===== src/rtl/board_led_scan.sv =====
// board_led_scan: clock-enable strobes plus a paged LED scanner for accelerator results.
// A captured result is shown LED_W bits at a time, each page held for DWELL cycles,
// followed by a blank gap of DWELL cycles, looping until the next result arrives.
// Optional feature macro: LED_HEARTBEAT_EN (idle heartbeat on the top LED).
module board_led_scan #(
  parameter int DATA_W  = 10,
  parameter int LED_W   = 4,
  parameter int DWELL   = 50_000_000,
  parameter int CE1_DIV = 2,
  parameter int CE2_DIV = 4
) (
  input  logic              clk,
  input  logic              rst_n,
  input  logic [DATA_W-1:0] res_data,
  input  logic              res_valid,
  output logic              ce1,
  output logic              ce2,
  output logic [LED_W-1:0]  led,
  output logic              busy
);

  localparam int PAGES   = (DATA_W + LED_W - 1) / LED_W;
  localparam int SH_W    = PAGES * LED_W;
  localparam int MAX_A   = (DWELL > CE1_DIV) ? DWELL : CE1_DIV;
  localparam int MAX_DIV = (MAX_A > CE2_DIV) ? MAX_A : CE2_DIV;
  localparam int CNT_W   = (MAX_DIV > 1) ? $clog2(MAX_DIV) : 1;
  localparam int PG_W    = (PAGES > 1) ? $clog2(PAGES) : 1;

  localparam logic [CNT_W-1:0] DWELL_LAST = CNT_W'(DWELL - 1);
  localparam logic [CNT_W-1:0] CE1_LAST   = CNT_W'(CE1_DIV - 1);
  localparam logic [CNT_W-1:0] CE2_LAST   = CNT_W'(CE2_DIV - 1);
  localparam logic [PG_W-1:0]  PAGE_LAST  = PG_W'(PAGES - 1);

  localparam logic [1:0] S_IDLE = 2'd0;
  localparam logic [1:0] S_SHOW = 2'd1;
  localparam logic [1:0] S_GAP  = 2'd2;

  logic [CNT_W-1:0] ce1_cnt, ce2_cnt;
  logic [1:0]       state, state_n;
  logic [PG_W-1:0]  page, page_n;
  logic [CNT_W-1:0] dwell, dwell_n;
  logic [SH_W-1:0]  shadow, shadow_n;
  logic [LED_W-1:0] led_n;
  logic             dwell_last;
`ifdef LED_HEARTBEAT_EN
  logic             hb, hb_n;
`endif

  assign dwell_last = (dwell == DWELL_LAST);

  // ce1 generator: free-running counter, strobe registered one cycle after terminal count.
  // NOTE: sequential state always uses non-blocking (<=) so every flop samples pre-edge values.
  always_ff @(posedge clk or negedge rst_n) begin
    if (!rst_n) begin
      ce1_cnt <= '0;
      ce1     <= 1'b0;
    end else begin
      ce1     <= (ce1_cnt == CE1_LAST);
      ce1_cnt <= (ce1_cnt == CE1_LAST) ? '0 : ce1_cnt + CNT_W'(1);
    end
  end

  // ce2 generator: same scheme with its own divider.
  always_ff @(posedge clk or negedge rst_n) begin
    if (!rst_n) begin
      ce2_cnt <= '0;
      ce2     <= 1'b0;
    end else begin
      ce2     <= (ce2_cnt == CE2_LAST);
      ce2_cnt <= (ce2_cnt == CE2_LAST) ? '0 : ce2_cnt + CNT_W'(1);
    end
  end

  // Scanner next state: a new result always wins over any dwell expiry.
  // NOTE: every variable gets a default at the top so no path can infer a latch.
  always_comb begin
    state_n  = state;
    page_n   = page;
    dwell_n  = dwell;
    shadow_n = shadow;
`ifdef LED_HEARTBEAT_EN
    hb_n     = hb;
`endif
    if (res_valid) begin
      shadow_n = SH_W'(res_data);
      page_n   = '0;
      dwell_n  = '0;
      state_n  = S_SHOW;
`ifdef LED_HEARTBEAT_EN
      hb_n     = 1'b0;
`endif
    end else begin
      case (state)
        S_IDLE: begin
`ifdef LED_HEARTBEAT_EN
          dwell_n = dwell_last ? '0 : dwell + CNT_W'(1);
          if (dwell_last) hb_n = ~hb;
`endif
        end
        S_SHOW: begin
          if (dwell_last) begin
            dwell_n = '0;
            if (page == PAGE_LAST) state_n = S_GAP;
            else                   page_n  = page + PG_W'(1);
          end else begin
            dwell_n = dwell + CNT_W'(1);
          end
        end
        S_GAP: begin
          if (dwell_last) begin
            dwell_n = '0;
            page_n  = '0;
            state_n = S_SHOW;
          end else begin
            dwell_n = dwell + CNT_W'(1);
          end
        end
        default: begin
          state_n = S_IDLE;
          dwell_n = '0;
          page_n  = '0;
        end
      endcase
    end
  end

  // LED value for the upcoming cycle, derived from next state so capture shows page 0 at once.
  always_comb begin
    led_n = '0;
    case (state_n)
      S_SHOW:  led_n = shadow_n[int'(page_n)*LED_W +: LED_W];
      S_GAP:   led_n = '0;
      default: begin
`ifdef LED_HEARTBEAT_EN
        led_n[LED_W-1] = hb_n;
`endif
      end
    endcase
  end

  // Scanner registers including the result shadow and registered LED/busy outputs.
  // NOTE: the shadow is a plain register, not a memory, so it can take the async reset to 0.
  always_ff @(posedge clk or negedge rst_n) begin
    if (!rst_n) begin
      state  <= S_IDLE;
      page   <= '0;
      dwell  <= '0;
      shadow <= '0;
      led    <= '0;
      busy   <= 1'b0;
`ifdef LED_HEARTBEAT_EN
      hb     <= 1'b0;
`endif
    end else begin
      state  <= state_n;
      page   <= page_n;
      dwell  <= dwell_n;
      shadow <= shadow_n;
      led    <= led_n;
      busy   <= (state_n != S_IDLE);
`ifdef LED_HEARTBEAT_EN
      hb     <= hb_n;
`endif
    end
  end

endmodule


===== config.mk =====
export PLATFORM = sky130hd
export DESIGN_NAME = board_led_scan
export DESIGN_NICKNAME = d
export VERILOG_FILES = /design/src/rtl/board_led_scan.sv
export SDC_FILE = /design/constraint.sdc
export NUM_CORES = 1
export LEC_CHECK = 0
export CAP_MARGIN = 20
export CORE_MARGIN = 2
export CORE_UTILIZATION = 40
export DETAILED_ROUTE_END_ITERATION = 6
export MAX_ROUTING_LAYER = met4
export PLACE_DENSITY = 0.55
export SLEW_MARGIN = 15
export SYNTH_ARGS = -nofsm -noshare
export SYNTH_HDL_FRONTEND = slang
export SYNTH_SLANG_ARGS = --single-unit

===== constraint.sdc =====
create_clock -name clk -period 2.7 [get_ports clk]
set_input_delay 0.405 -clock clk [delete_from_list [all_inputs] [get_ports clk]]
set_output_delay 0.405 -clock clk [all_outputs]
set_load 0.02 [all_outputs]

# Word level (Yosys, flattened, before mapping)
# Cells that the tools add are included.
# op_classes
n_addsub	4
eq_ne	8
shifts	1
mux	17
reduce_logical	3
# op_table
op	count
2-to-1 mux 26 bit	4
adder 26 x 1 -> 26 bit, second input constant	3
case mux 26 bit (2 select lines)	1
== test 26 x 1 -> 1 bit, second input constant	1
== test 26 x 2 -> 1 bit, second input constant	1
== test 26 bit, second input constant	1
2-to-1 mux 2 bit	8
2-to-1 mux 12 bit	1
case mux 2 bit (3 select lines)	2
variable part select 12 x 5 -> 4 bit	1
== test 2 x 1 -> 1 bit, second input constant	2
== test 2 bit, second input constant	2
2-to-1 mux 4 bit	1
adder 2 x 1 -> 2 bit, second input constant	1
zero test 2 bit	1
!= test 2 bit, second input constant	1
nonzero test 2 bit	1
OR reduction 2 bit	1
# totals
reg_bits	101
in_bits	13
output_inout_bits	7

# Depth between registers and ports, before layout
# Gate-level depths: netlist of the first run.
# logic_depth
depth_word	7
ltp_mapped	8
mapped_depth_nobuf	7

# Worst setup path before layout of the first run
# No wires, ideal clock.
# synth_timing
path_kind	reg2reg
from	register dwell[0]
to	register dwell[19]
setup_time_ps	121
arrival_ps	2007
required_ps	2579
setup_slack_ps	572
path_stages_with_launch	8
period_less_slack_ps	2128
cell_sequence	dfrtp_1 ha_1 nand3_1 or3_1 o211ai_1 clkbuf_1 nor2_1 a22o_1
# synth_between
elab_chain_cells	4
# synth_rtl
item	line_no	text
start: declaration	41	logic [CNT_W-1:0] dwell, dwell_n;
start signal: assignment	157	dwell <= dwell_n;
adder 26 x 1 -> 26 bit / == test 26 bit (equally long branches)	106, 115, 49	
2-to-1 mux 26 bit *	101, 110	
case mux 26 bit (2 select lines) *	93	case (state)
2-to-1 mux 26 bit *	84	if (res_valid) begin
# Every way passes the cells marked *; elsewhere a longest branch is shown, timed or not.
# A chain may end at the register's enable or synchronous reset.

# Worst setup path after layout of the first run
# layout_timing
from	register dwell[0]
to	register led[3]
# layout_between
elab_chain_cells	6
# layout_rtl
item	line_no	text
== test 26 bit *	49	assign dwell_last = (dwell == DWELL_LAST);
2-to-1 mux 2 bit, on equally long branches	110, 101	
case mux 2 bit (3 select lines)	93	
2-to-1 mux 2 bit	84	
variable part select 12 x 5 -> 4 bit / == test 2 x 1 -> 1 bit (equally long branches)	131, 130	
2-to-1 mux 4 bit *	130	case (state_n)
named net led_n[3]	43	logic [LED_W-1:0] led_n;
end signal: assignment	159	led <= led_n;
end: declaration	18	output logic [LED_W-1:0] led,
# The timed path passes the listed nets; every way through them passes the cells marked *.

==> metrics, run 1 <==
CTS Buf Count 9; initial antenna violation count 0; critical path endpoint category register; Antenna diodes 0; clk buf depth 2; Final Hold Viols 0; Initial Util 41.0%; post-synthesis sequential area ratio 51.1%; clock latency on the worst-skew pair ~0.34 ns; DP HPWL roughly 6500 um; Die Ht about 120 um; # rows 40; Layout fillers 1119; HP Class in -> async; syn nets 500; vias in the first global route between 3k and 4k; Slowest cell on crit path or3_1; fmax about 400 MHz; largest net degree at the start of global routing 54; Root Buffer clkbuf_16; register bit total from synthesis between 100 and 150; Yosys warning total 0; Area Growth Syn to Fin 15.1%; pwr/cell area approximately 530 nW/um2; DRC 0; Max Fanout on Critical Path 8; fin crit share between 90% and 100%; RSZ-0062 raised after global routing no; drt first-iter violations between 200 and 250; Finished Layout Cells about 680; most frequent cell after synthesis dfrtp_1; clock sink count roughly 100; Via Count 3619; post-layout util approximately 47%; CP max stage delay between 0.5 and 0.6 ns; total track usage between 10% and 20%; final setup TNS 0 ns; multi-input combinational cell area around 2300 um2; Static Leak roughly 2.5 nW; sequential standard cell area 2530 um2; DP Worst Slack between 0.2 and 0.3 ns; EDFF count, synth 0; Routed wire per std cell ~14 um; nets ~530; outcome complete, no violations; mean area per synthesized cell about 10 um2; Synth cell types a little under 50; gpl congestion around 0.79; Cell Area, Synth roughly 4900 um2; htree depth 3; area leader, netlist dfrtp_1; Mapped Cells 477; PortBufs 19; Rel. slew slack a little over 30%; vias per inst around 5.3; Max rail drop VDD approximately 380 uV; core area 12100 um2; Synth async-reset ratio 100%; Synth area leaders dfrtp_1, xnor2_1, nand2_1; post-cts repair resize count 0; arrival time worst endpoint between 2 and 3 ns; Synth top cells by count dfrtp_1, nand2_1, xnor2_1; final slew viol count 0; placed insts 663; Period minus WS final approximately 2.5 ns; DRT antenna net count 0; total of max-cap violations 0; drt pass-1 iters 4; Setup Viol. Count Final 0; worst-margin pin slew 1.03 ns; worst-path cell chain ha_1 -> nand3_1 -> or3_1 -> nor3_1 -> a211oi_4 -> buf_4 -> a41oi_1 -> o22ai_1; post-synth top area share 51.1%; top_reg_cell synth dfrtp_1; die area about 13000 um2; Ports 20; CP required roughly 2.9 ns; layout cells sized above 1 around a tenth; Crit Path Class reg -> reg; grt ovf 0; Setup Skew a little over 0.008 ns; Finished Cell Area ~5700 um2; startpoint types register; final WL 9540 um; post-layout worst setup margin ~0.23 ns; FF-to-FF setup slack between 0.2 and 0.25 ns; die width between 100 and 150 um; global-route wire length before repair ~17000 um; CTS tree built; clk slew on worst S/H paths ~0.07 ns; placed inst area roughly 5400 um2
==> power breakdown <==
part           total, mW  internal [mW]  switching (mW)
logic              0.159         0.0712          0.0879
registers           1.55           1.54         0.00984
clock network       1.29          0.723           0.571
==> logic make-up (layout without fill, tap and decap cells) <==
| group | count (synthesis) | in the layout | synth area share [%] |
|---|---|---|---|
| and+or+nand+nor | 202 | 202 | 22.3 |
| DFF | 101 | 101 | 51.1 |
| AOI/OAI and AO/OA | 80 | 80 | 10.7 |
| xor gates and xnor gates | 48 | 48 | 8.50 |
| buffers and inverters | 22 | 58 | 1.80 |
| muxes | 14 | 14 | 3.08 |
| adders and majority gates | 10 | 10 | 2.53 |
==> path summary, 6_finish.rpt <==
path	start	cells past startpoint	to
hold / removal	rst_n	1	dwell[17]
max in group asynchronous	rst_n	2	ce2_cnt[16]
setup reg to reg	dwell[0]	8	led[3]
min in group clk	ce1_cnt[25]	1	ce1_cnt[25]
setup / recovery	dwell[0]	8	led[3]
hold reg to reg	ce1_cnt[25]	1	ce1_cnt[25]
==> critical path: cells and delay by family (launching register included) <==
| kind | cells | cell delay, ns |
|---|---|---|
| and+or+nand+nor | 3 | 1.17 |
| adders and majority gates | 1 | 0.22 |
| DFF | 1 | 0.40 |
| buffers and inverters | 1 | 0.18 |
| AOI/OAI and AO/OA | 3 | 0.36 |
==> what timing repair did <==
item,4_1_cts,5_1_grt
setup buffers,0,2
hold buffers,0,0
hold endpoints to repair,0,0
setup endpoints to repair,0,2
==> per-stage QoR <==
step / power [mW] / hold slack, ns
CTS: 3.05 / 0.142
floorplan: 1.65 / 0.109
detailed placement: 1.74 / 0.463
finish: 3.00 / 0.110
global route: 3.13 / 0.181
global placement: 1.74 / 0.455
==> flip-flops by register name (all words and copies together) (netlist names) <==
| register | flops |
|---|---|
| led | 4 |
| ce1 | 1 |
| ce2_cnt | 26 |
| ce2 | 1 |
| shadow | 12 |
| page | 2 |
| dwell | 26 |
| busy | 1 |
| state | 2 |
| ce1_cnt | 26 |
==> routing by layer <==
metal  up-vias  global-route usage [%]  routed length [um]
li1       1786                       -                   -
met1      1767                    21.3                4590
met2        54                    25.2                4530
met3        12                    3.53                 277
met4         0                    5.30                 140
met5         -                       -                   0
==> layout make-up <==
| type | count | share of cell area (%) |
|---|---|---|
| flip-flops and latches | 101 | 44.4 |
| multi-input cells | 354 | 40.9 |
| repair buffers | 30 | 4.96 |
| clock inverters | 7 | 1.32 |
| well taps | 168 | 3.69 |
| inverters | 12 | 0.791 |
| clock buffers | 9 | 3.95 |
==> cell usage in the layout, fill, tap and decap left out, types with 5 or more instances in the layout <==
master and instances:
ha_1 10, nor2b_1 12, nand4_1 23, inv_1 12
and4_1 6, buf_4 11, nor4_1 13, dfrtp_1 101
xnor2_1 32, mux2_2 10, xor2_1 16, nand3_1 30
and3_1 8, o21ai_1 7, o22ai_1 5, clkdlybuf4s50_1 18
o31ai_1 8, a31oi_1 7, nor3_1 10, nor2_1 28
nand2_1 46, clkbuf_16 9, and2_1 9, a41oi_1 7
o21ai_0 28
Note: power is estimated with default switching activity, not from simulation.
==> run 2: changes to the inputs <==
--- a/config.mk
+++ b/config.mk
@@ -6,9 +6,9 @@
 export NUM_CORES = 1
 export LEC_CHECK = 0
 export CAP_MARGIN = 20
-export CORE_MARGIN = 2
 export CORE_UTILIZATION = 40
 export DETAILED_ROUTE_END_ITERATION = 6
+export HOLD_SLACK_MARGIN = 0.03
 export MAX_ROUTING_LAYER = met4
 export PLACE_DENSITY = 0.55
 export SLEW_MARGIN = 15
==> run 2 against run 1 <==
  * Via count decreased by 2.3%
  * Sequential power about the same
  * Sequential share of layout area increased by 0.078 points
  * Critical path depth decreased by 1
  * Largest power group unchanged
==> metrics, run 2 (synthesized netlist as in run 1, its figures left out) <==
total of max-cap violations 0 (unchanged); DP HPWL 6490 um (+0.18%); Worst R2R End led[3]; critical path endpoint category register; clock latency on the worst-skew pair 0.34 ns (about the same); fmax 406 MHz (about the same); largest net degree at the start of global routing 72 (+33%); Static Leak 2.47 nW (+0.34%); Largest regs ce1_cnt (26), ce2_cnt (26), dwell (26); nets 532 (+0.19%); post-cts repair resize count 0 (unchanged); Period minus WS final 2.47 ns (+0.0000540 ns); pwr/cell area 530 nW/um2 (+0.59%); Routed wire per std cell 14.3 um (+2.1%); vias per inst 5.35 (+0.63%); startpoint types register; final slew viol count 0 (unchanged); final WL 9450 um (-0.90%); multi-input combinational cell area 2330 um2 (unchanged); final setup TNS 0 ns (unchanged); PortBufs 19 (unchanged); total track usage 16.9% (+0.65 points); Root Buffer clkbuf_16; worst-margin pin slew 1.05 ns (+0.0194 ns); Initial Util 41.2% (+0.17 points); Via Count 3535 (-2.3%); Rel. slew slack 29.8% (-1.3 points); Layout fillers 1124 (+0.45%); gpl congestion 0.791 (about the same); grt ovf 0 (unchanged); drt pass-1 iters 4 (unchanged); Max rail drop VDD 439 uV (+17%); Min-Delay Startpoint ce2_cnt[25]; RSZ-0062 raised after global routing no; Ports 20 (unchanged); clk slew on worst S/H paths 0.07 ns (about the same); Area Growth Syn to Fin 14.9%; Setup Viol. Count Final 0 (unchanged); Antenna diodes 0 (unchanged); CTS tree built; drt first-iter violations 233 (+8.9%); layout cells sized above 1 9.73% (-0.019 points); htree depth 3 (unchanged); core area 12000 um2 (-0.42%); fin crit share 91.3% (about the same); CP required 2.91 ns (about the same); most frequent cells in the layout dfrtp_1, nand2_1, xnor2_1, nand3_1; DRT antenna net count 0 (unchanged); Final Hold Viols 0 (unchanged); Hold EP ce2_cnt[25]; DP Worst Slack 0.244 ns (-0.0477 ns); global-route wire length before repair 16900 um (-0.33%); Die Ht 113 um (-1.7%); CTS Buf Count 9 (unchanged); most common cell after layout, fill and taps aside dfrtp_1; DRC 0 (unchanged); Max Fanout on Critical Path 9 (+1); arrival time worst endpoint 2.67 ns (about the same); # rows 40 (unchanged); hold path cells 1; FF-to-FF setup slack 0.23 ns (about the same); initial antenna violation count 0 (unchanged); outcome complete, no violations; sequential standard cell area 2530 um2 (unchanged); Crit Path Class reg -> reg; die width 113 um (-1.7%); vias in the first global route 3629 (+0.36%); clk buf depth 2 (unchanged); Reg-to-Reg Start dwell[0]; Setup Skew 0.0104 ns (+0.00215 ns); clock sink count 101 (unchanged); die area 12800 um2 (-3.4%); post-layout worst setup margin 0.234 ns (-0.0000540 ns); Register-to-Register Path Depth 7 (-1); HP Class reg -> reg
run 2: cell count changes in the layout (fill, tap and decap cells not counted):
cell           previous run  this run
dlygate4sd3_1             0         1
clkbuf_8                  0         1
clkinv_4                  1         0
inv_6                     0         2
inv_8                     1         0
clkinv_2                  2         1
run 2: area by class of cell:
type / instances / share of cell area, %
Sequential cell: 101 / 44.4
Multi-Input combinational cell: 354 / 41.0
Timing Repair Buffer: 31 / 5.15
Clock buffer: 10 / 4.20
Tap cell: 147 / 3.23
Clock inverter: 6 / 1.19
Inverter: 12 / 0.792
run 2: metal layers:
layer,share of wire [%],wire [um],global-route usage [%]
met5,0,0,-
met4,0.31,29,4.39
met3,2.5,237,3.86
met2,47,4480,26.9
met1,50,4710,21.8
run 2: through the flow:
step	std cells	area (um2)	power [mW]	utilization [%]	hold WS [ns]
2_1_floorplan	477	4950	1.65	-	0.109
3_3_place_gp	644	5370	1.74	44.7	0.381
3_5_place_dp	644	5370	1.74	44.7	0.382
4_1_cts	661	5690	3.08	47.4	0.473
5_1_grt	661	5690	3.14	47.4	0.507
6_report	661	5690	3.01	47.4	0.475
run 2: timing repair:
| item | CTS | global route |
|---|---|---|
| buffers inserted | 0 | 0 |
| hold endpoints to repair | 30 | 0 |
| hold buffers | 1 | 0 |
run 2: critical path: stages, from the launching register on:
cell,delay (ns)
dfrtp_1,0.40
ha_1,0.22
nand3_1,0.27
nor3_2,0.40
a21oi_1,0.18
a211oi_4,0.48
mux2i_1,0.26
o22ai_1,0.12
run 2: how the worst max path moves through the flow:
stage	startpoint	to	slack, ns	cells after the start
3_3_place_gp	dwell[0]	led[1]	0.39	7
4_1_cts	dwell[0]	led[3]	0.23	7
6_report	dwell[0]	led[3]	0.23	7
2_1_floorplan	dwell[0]	dwell[19]	0.57	7
5_1_grt	dwell[0]	led[3]	0.02	7
3_5_place_dp	dwell[0]	led[3]	0.24	7
run 2: power by group:
part,internal [mW],switching (mW)
clock network,0.748,0.555
registers,1.54,0.00920
logic,0.0732,0.0886
total,2.36,0.653
